**src/rtl/pong_pkg.sv**
```systemverilog
// pong_pkg: shared state encoding, trig width and angle reflection helpers
package pong_pkg;
    localparam int TRIG_W = 8;
    typedef enum logic [1:0] {IDLE, LOOKUP, STEP, SCORED} state_t;
    // Results are wide; callers truncate to their own angle width, which gives the modulo.
    function automatic logic [15:0] reflect_x(logic [15:0] theta, int tw);
        return (16'd1 << (tw - 1)) - theta;
    endfunction
    function automatic logic [15:0] reflect_y(logic [15:0] theta);
        return 16'd0 - theta;
    endfunction
endpackage

```
**src/rtl/ball_engine_if.sv**
```systemverilog
// ball_engine_if: control inputs and ball state outputs of the ball engine
interface ball_engine_if #(
    parameter int THETA_WIDTH = 6,
    parameter int POS_BITS = 4,
    parameter int SPEED_WIDTH = 5
);
    logic tick;
    logic launch;
    logic signed [SPEED_WIDTH-1:0] speed;
    logic [THETA_WIDTH-1:0] launch_theta;
    logic [1:0] curve;
    logic [POS_BITS-1:0] paddle_l;
    logic [POS_BITS-1:0] paddle_r;
    logic [POS_BITS-1:0] x;
    logic [POS_BITS-1:0] y;
    logic [THETA_WIDTH-1:0] theta;
    logic busy;
    logic hit;
    logic score_l;
    logic score_r;
    modport master (
        output tick, launch, speed, launch_theta, curve, paddle_l, paddle_r,
        input  x, y, theta, busy, hit, score_l, score_r
    );
    modport slave (
        input  tick, launch, speed, launch_theta, curve, paddle_l, paddle_r,
        output x, y, theta, busy, hit, score_l, score_r
    );
endinterface

```
**src/rtl/ball_engine_trig_lut.sv**
```systemverilog
// trig_lut: registered sin/cos from one shared quarter-wave table
module trig_lut import pong_pkg::*; #(
    parameter int THETA_WIDTH = 6
) (
    input  logic                     clk,
    input  logic [THETA_WIDTH-1:0]   theta,
    output logic signed [TRIG_W-1:0] sin_q,
    output logic signed [TRIG_W-1:0] cos_q
);
    localparam logic [6:0] QUARTER [17] = '{
        7'd0, 7'd12, 7'd25, 7'd37, 7'd49, 7'd60, 7'd71, 7'd81, 7'd90,
        7'd98, 7'd106, 7'd112, 7'd117, 7'd122, 7'd125, 7'd126, 7'd127
    };
    logic [5:0] t6;
    logic signed [TRIG_W-1:0] sin_d;
    logic signed [TRIG_W-1:0] cos_d;
    function automatic logic signed [TRIG_W-1:0] sine(logic [5:0] t);
        logic [4:0] i;
        logic signed [TRIG_W-1:0] m;
        i = t[4] ? 5'd16 - {1'b0, t[3:0]} : {1'b0, t[3:0]};
        m = {1'b0, QUARTER[i]};
        return t[5] ? -m : m;
    endfunction
    // The table has 64 steps per turn; other angle widths are rescaled onto it.
    if (THETA_WIDTH >= 6) begin : g_hi
        assign t6 = theta[THETA_WIDTH-1 -: 6];
    end else begin : g_lo
        assign t6 = {theta, {(6-THETA_WIDTH){1'b0}}};
    end
    always_comb begin
        sin_d = sine(t6);
        cos_d = sine(t6 + 6'd16);
    end
    always_ff @(posedge clk) begin
        sin_q <= sin_d;
        cos_q <= cos_d;
    end
endmodule

```
**src/rtl/ball_engine.sv**
```systemverilog
// ball_engine: polar-velocity ball integrator with wall/paddle reflection and serve/score sequencing
module ball_engine import pong_pkg::*; #(
    parameter int THETA_WIDTH = 6,
    parameter int POS_BITS = 4,
    parameter int FRAC_BITS = 17,
    parameter int SPEED_WIDTH = 5,
    parameter int PADDLE_H = 3,
    parameter int WALLS = 0,
    parameter int SCORE_HOLD = 8
) (
    input logic clk,
    input logic reset,
    ball_engine_if.slave bus
);
    localparam int ACC = POS_BITS + FRAC_BITS;
    localparam int AW = ACC + 1;
    localparam int PW = TRIG_W + SPEED_WIDTH;
    localparam int CW = $clog2(SCORE_HOLD + 1);
    localparam logic [ACC-1:0] CENTRE = ACC'(1) << (ACC - 1);
    state_t st_q, st_d;
    logic launched_q, launched_d;
    logic [ACC-1:0] ax_q, ax_d, ay_q, ay_d;
    logic [THETA_WIDTH-1:0] th_q, th_d;
    logic [CW-1:0] cnt_q, cnt_d;
    logic hit_q, hit_d, sl_q, sl_d, sr_q, sr_d;
    logic signed [TRIG_W-1:0] sin_v, cos_v;
    logic signed [PW-1:0] dx, dy;
    logic [ACC:0] nx, ny;
    logic edge_x, edge_y, right, pad_ok, miss;
    logic [POS_BITS-1:0] yi, pad;
    trig_lut #(.THETA_WIDTH(THETA_WIDTH)) u_lut (
        .clk(clk), .theta(th_q), .sin_q(sin_v), .cos_q(cos_v)
    );
    assign dx = PW'(cos_v) * PW'(bus.speed);
    assign dy = PW'(sin_v) * PW'(bus.speed);
    // Bit ACC flags both running past the top (d>0) and going negative (d<0).
    assign nx = {1'b0, ax_q} + AW'(dx);
    assign ny = {1'b0, ay_q} + AW'(dy);
    assign edge_x = nx[ACC];
    assign edge_y = ny[ACC];
    assign right = ~dx[PW-1];
    assign yi = ay_q[ACC-1 -: POS_BITS];
    assign pad = right ? bus.paddle_r : bus.paddle_l;
    assign pad_ok = WALLS != 0 || (int'(yi) >= int'(pad) && int'(yi) <= int'(pad) + PADDLE_H - 1);
    assign miss = edge_x && !pad_ok;
    always_comb begin
        st_d = st_q;
        launched_d = launched_q;
        ax_d = ax_q;
        ay_d = ay_q;
        th_d = th_q;
        cnt_d = cnt_q;
        hit_d = 1'b0;
        sl_d = 1'b0;
        sr_d = 1'b0;
        case (st_q)
            IDLE: begin
                if (bus.launch) begin
                    th_d = bus.launch_theta;
                    launched_d = 1'b1;
                end else if (bus.tick && launched_q) begin
                    st_d = LOOKUP;
                end
            end
            LOOKUP: st_d = STEP;
            STEP: begin
                st_d = miss ? SCORED : IDLE;
                sl_d = miss && right;
                sr_d = miss && !right;
                if (!miss) begin
                    ax_d = edge_x ? ax_q : nx[ACC-1:0];
                    ay_d = edge_y ? ay_q : ny[ACC-1:0];
                    hit_d = edge_x;
                    th_d = edge_x && edge_y ? THETA_WIDTH'(reflect_x(reflect_y(16'(th_q)), THETA_WIDTH))
                         : edge_x ? THETA_WIDTH'(reflect_x(16'(th_q), THETA_WIDTH))
                         : edge_y ? THETA_WIDTH'(reflect_y(16'(th_q)))
                         : bus.curve == 2'b01 ? th_q + THETA_WIDTH'(1)
                         : bus.curve == 2'b11 ? th_q - THETA_WIDTH'(1) : th_q;
                end
            end
            SCORED: begin
                if (bus.tick) begin
                    cnt_d = cnt_q + CW'(1);
                    if (cnt_q == CW'(SCORE_HOLD - 1)) begin
                        cnt_d = '0;
                        st_d = IDLE;
                        launched_d = 1'b0;
                        ax_d = CENTRE;
                        ay_d = CENTRE;
                        th_d = '0;
                    end
                end
            end
            default: st_d = IDLE;
        endcase
    end
    always_ff @(posedge clk) begin
        if (reset) begin
            st_q <= IDLE;
            launched_q <= 1'b0;
            ax_q <= CENTRE;
            ay_q <= CENTRE;
            th_q <= '0;
            cnt_q <= '0;
            hit_q <= 1'b0;
            sl_q <= 1'b0;
            sr_q <= 1'b0;
        end else begin
            st_q <= st_d;
            launched_q <= launched_d;
            ax_q <= ax_d;
            ay_q <= ay_d;
            th_q <= th_d;
            cnt_q <= cnt_d;
            hit_q <= hit_d;
            sl_q <= sl_d;
            sr_q <= sr_d;
        end
    end
    assign bus.x = ax_q[ACC-1 -: POS_BITS];
    assign bus.y = yi;
    assign bus.theta = th_q;
    assign bus.busy = st_q != IDLE;
    assign bus.hit = hit_q;
    assign bus.score_l = sl_q;
    assign bus.score_r = sr_q;
endmodule
```
**src/flat_wrapper.sv**
```systemverilog
// flat-port wrapper written by rule: the top's interface ports become plain ports
module ball_engine_flat import pong_pkg::*;
#(
    parameter int THETA_WIDTH = 6,
    parameter int POS_BITS = 4,
    parameter int FRAC_BITS = 17,
    parameter int SPEED_WIDTH = 5,
    parameter int PADDLE_H = 3,
    parameter int WALLS = 0,
    parameter int SCORE_HOLD = 8
)
  (clk, reset, bus_tick, bus_launch, bus_speed, bus_launch_theta, bus_curve, bus_paddle_l, bus_paddle_r, bus_x, bus_y, bus_theta, bus_busy, bus_hit, bus_score_l, bus_score_r);
  ball_engine_if #(.THETA_WIDTH(THETA_WIDTH), .POS_BITS(POS_BITS), .SPEED_WIDTH(SPEED_WIDTH)) bus_i ();
  input logic clk;
  input logic reset;
  input wire logic [$bits(bus_i.tick)-1:0] bus_tick;
  input wire logic [$bits(bus_i.launch)-1:0] bus_launch;
  input wire logic [$bits(bus_i.speed)-1:0] bus_speed;
  input wire logic [$bits(bus_i.launch_theta)-1:0] bus_launch_theta;
  input wire logic [$bits(bus_i.curve)-1:0] bus_curve;
  input wire logic [$bits(bus_i.paddle_l)-1:0] bus_paddle_l;
  input wire logic [$bits(bus_i.paddle_r)-1:0] bus_paddle_r;
  output wire logic [$bits(bus_i.x)-1:0] bus_x;
  output wire logic [$bits(bus_i.y)-1:0] bus_y;
  output wire logic [$bits(bus_i.theta)-1:0] bus_theta;
  output wire logic [$bits(bus_i.busy)-1:0] bus_busy;
  output wire logic [$bits(bus_i.hit)-1:0] bus_hit;
  output wire logic [$bits(bus_i.score_l)-1:0] bus_score_l;
  output wire logic [$bits(bus_i.score_r)-1:0] bus_score_r;
  assign bus_i.tick = bus_tick;
  assign bus_i.launch = bus_launch;
  assign bus_i.speed = bus_speed;
  assign bus_i.launch_theta = bus_launch_theta;
  assign bus_i.curve = bus_curve;
  assign bus_i.paddle_l = bus_paddle_l;
  assign bus_i.paddle_r = bus_paddle_r;
  assign bus_x = bus_i.x;
  assign bus_y = bus_i.y;
  assign bus_theta = bus_i.theta;
  assign bus_busy = bus_i.busy;
  assign bus_hit = bus_i.hit;
  assign bus_score_l = bus_i.score_l;
  assign bus_score_r = bus_i.score_r;
  ball_engine #(.THETA_WIDTH(THETA_WIDTH), .POS_BITS(POS_BITS), .FRAC_BITS(FRAC_BITS), .SPEED_WIDTH(SPEED_WIDTH), .PADDLE_H(PADDLE_H), .WALLS(WALLS), .SCORE_HOLD(SCORE_HOLD)) u_core (.clk(clk), .reset(reset), .bus(bus_i));
endmodule
```
**config.mk**
```make
export PLATFORM = sky130hd
export DESIGN_NAME = ball_engine_flat
export DESIGN_NICKNAME = d
export VERILOG_FILES = /design/src/rtl/pong_pkg.sv /design/src/rtl/ball_engine_if.sv /design/src/rtl/ball_engine_trig_lut.sv /design/src/rtl/ball_engine.sv /design/src/flat_wrapper.sv
export SDC_FILE = /design/constraint.sdc
export NUM_CORES = 1
export LEC_CHECK = 0
export CAP_MARGIN = 20
export CORE_MARGIN = 2
export CORE_UTILIZATION = 45
export CTS_CLUSTER_DIAMETER = 200
export DETAILED_ROUTE_END_ITERATION = 8
export PLACE_DENSITY = 0.62
export SLEW_MARGIN = 20
export SYNTH_ARGS = -nofsm -noshare
export SYNTH_HDL_FRONTEND = slang
export SYNTH_SLANG_ARGS = --single-unit
export TNS_END_PERCENT = 100
```
**constraint.sdc**
```tcl
create_clock -name clk -period 23.7 [get_ports clk]
set_input_delay 7.11 -clock clk [delete_from_list [all_inputs] [get_ports clk]]
set_output_delay 7.11 -clock clk [all_outputs]
set_load 0.02 [all_outputs]
```
==> flow_summary_export.csv <==
group,metric,value,unit
die,row_count,51,
drt,viasPerCell,5.293,
final_layout,fill_cells,1944,
synthesis,yosysWarnings,0,
die,die_w,145.8,um
clock_tree,cts_hold_buf,0,
drt,routedWlPerCell,14.14,um
drt,routed_wl,19870,um
final_layout,final-seq-area,0.001481,mm^2
worst_setup_path,setup.worst_path.end_class,"flop",
synthesis,synth_ff_type,"dfxtp_1",
worst_setup_path,cp-start-kind,"input port",
die,io_pins,43,
drt,drt_iter0_drc,351,
grt,grt.total_usage,0.1892,
placed_design,place.gp.congestion,0.8428,
die,dieArea,0.02126,mm^2
drt,met2_length,9327,um
worst_setup_path,r2r_start,"u_core.u_lut.cos_q[2]$_DFF_P_",
worst_setup_path,crit_arrival,15220,ps
timing,slew_headroom,0.2997,
synthesis,synth_commonest_cells,"ha_1 (116), nor2_1 (113), inv_1 (105), a21oi_1 (84), nand2_1 (75)",
drt,ant_nets,0,
synthesis,synth.distinct_cells,68,
final_layout,drive_gt1_frac,0.03684,
die,die_h,145.8,um
timing,worst_slew_pin_slew,1043,ps
clock_tree,htree_levels,3,
worst_setup_path,path_class,"in2reg",
grt,antenna_found_initial,0,
synthesis,synth_area_leaders,"dfxtp_1 (16%), ha_1 (16%), fa_1 (12%)",
drt,drc,0,
status,outcome,"finished clean",
drt,met1_length,9627,um
grt,grt_pass1_wl,33720,um
final_layout,syn2layout_area_growth,10.18,%
timing,hold_viol,0,
job,maxCapViolations,0,
hold_path,hold_start,"u_core.ax_q[3]$_SDFFE_PP0P_",
timing,tns,0,ps
placed_design,dp_hpwl,15310,um
clock_tree,cts-root-buf,"clkbuf_16",
grt,grt_max_degree,60,
placed_design,port_buffers,42,
synthesis,async_flop_share,0,
synthesis,ys_seq_area_frac,0.1637,
clock_tree,cts_sinks,74,
synthesis,postSynthCellCount,1116,
final_layout,nets,1331,
synthesis,yosysMostFrequentCell,"ha_1",
clock_tree,postCtsSetupBuffers,0,
timing,fin_crit_sh,0.6308,
clock_tree,clkTransAtPathRegs,60,ps
timing,finClkSkew,9.037,ps
worst_setup_path,r2r_slack,16240,ps
clock_tree,clk_latency,340,ps
clock_tree,cts_inserted_buffers,9,
timing,fin_crit,14950,ps
synthesis,synth_largest_area_cell,"dfxtp_1",
synthesis,synth_top_area_share,0.1637,
timing,maxSlewViolCount,0,
final_layout,multi_input_area,0.006984,mm^2
timing,rsz0062_at_grt,"no",
synthesis,syn_nets,1312,
drt,top_layer_used,"met4",
final_layout,antenna-diode-count,0,
synthesis,synth.avg_cell_area,8.108,um^2
grt,grt_overflow,0,
drt,route.met3.wl,586,um
worst_setup_path,cp_max_fo,24,
worst_setup_path,slowest_stage,"clkdlybuf4s50_1",
die,core-area,0.01959,mm^2
timing,setup_violations,0,
grt,grt_pass1_vias,7144,
die,start_util,0.4619,
clock_tree,cts_tree,"done",
clock_tree,cts_resized,0,
synthesis,synth_enable_flop_cells,0,
worst_setup_path,critPathRequiredTime,23970,ps
timing,max_freq,0.06689,GHz
drt,first_pass_iters,4,
worst_setup_path,cp-startpoint,"bus_speed[4]",
drt,vias,7436,
synthesis,yosys_register_bits,74,
worst_setup_path,slowest_delay,670,ps
hold_path,hold_class,"reg2reg",
synthesis,netlist_area,0.009049,mm^2
clock_tree,clockBufferDepth,2,
## worst max-delay path: cells and delay by family
| kind | cells | cell delay, ps |
|---|---|---|
| xor gates and xnor gates | 1 | 140 |
| AOI/OAI and AO/OA | 7 | 1350 |
| muxes | 2 | 780 |
| adders and majority gates | 6 | 2380 |
| and+or+nand+nor | 7 | 1840 |
| buffers and inverters | 6 | 1570 |
## cell type report
class                      count  area share
multi-input combinational    893      0.7006
tap                          265     0.03326
clock inverter                 5    0.003891
inverter                     106     0.03991
timing repair buffer          51     0.04844
clock buffer                  11     0.02535
sequential                    74      0.1486
## cells by family after synthesis
group	share of synthesized area
AO/OA/AOI/OAI	0.1626
XOR/XNOR	0.08614
adder cells (fa/ha/maj)	0.2832
buffers and inverters	0.06609
flip-flops	0.1637
multiplexers	0.03886
AND/OR/NAND/NOR	0.1994
## flip-flops by register name (all words and copies together), names as in the netlist
signal              flops
u_core.bus.hit          1
u_core.st_q             2
u_core.bus.theta        6
u_core.launched_q       1
u_core.cnt_q            4
u_core.u_lut.sin_q      8
u_core.ax_q            21
u_core.bus.score_r      1
u_core.u_lut.cos_q      8
u_core.ay_q            21
u_core.bus.score_l      1
## layout by cell type, fill, tap and decap left out, drive strengths merged, types with 4 or more instances in the layout
| master | instances |
|---|---|
| xor2 | 29 |
| xnor2 | 60 |
| a21oi | 84 |
| clkinvlp | 4 |
| o21bai | 9 |
| dfxtp | 74 |
| clkbuf | 11 |
| clkdlybuf4s50 | 41 |
| o21a | 4 |
| nor3 | 25 |
| nand3b | 7 |
| nand2b | 22 |
| nor2 | 114 |
| nand2 | 75 |
| a21o | 27 |
| ha | 116 |
| a22oi | 10 |
| a211oi | 10 |
| buf | 10 |
| a211o | 4 |
| nand3 | 25 |
| o21ai | 37 |
| and3 | 8 |
| inv | 105 |
| a221oi | 6 |
| or3 | 6 |
| mux2i | 31 |
| and2 | 47 |
| fa | 55 |
| o211ai | 7 |
| a31oi | 11 |
| nor2b | 15 |
| nand4 | 5 |
## final timing paths
kind	to	cells past startpoint
setup / recovery	u_core.ay_q[4]$_SDFFE_PP0P_	29
hold / removal	u_core.ax_q[3]$_SDFFE_PP0P_	2
setup reg to reg	u_core.ay_q[4]$_SDFFE_PP0P_	27
hold reg to reg	u_core.ax_q[3]$_SDFFE_PP0P_	2
## layer usage
metal,GRT usage,vias up
met3,0.02821,22
met2,0.3149,86
li1,-,3841
met4,0.05196,0
met1,0.2561,3487
met5,0,-
## per-stage QoR
step / instance area, um^2 / utilization / setup WS (ps) / hold slack [ps] / cells
6_report: 9970 / 0.5089 / 8751 / 455.8 / 1405
5_1_grt: 9970 / 0.5089 / 8174 / 480.2 / 1405
4_1_cts: 9968 / 0.5088 / 8524 / 458.5 / 1405
3_5_place_dp: 9677 / 0.4940 / 8173 / 449.8 / 1389
3_3_place_gp: 9677 / 0.4940 / 8481 / 443.4 / 1389
2_1_floorplan: 9049 / - / 10060 / 436.2 / 1116
Power is not shown: default switching activity piles up to over one toggle a cycle in this logic, so the estimate is an artifact.
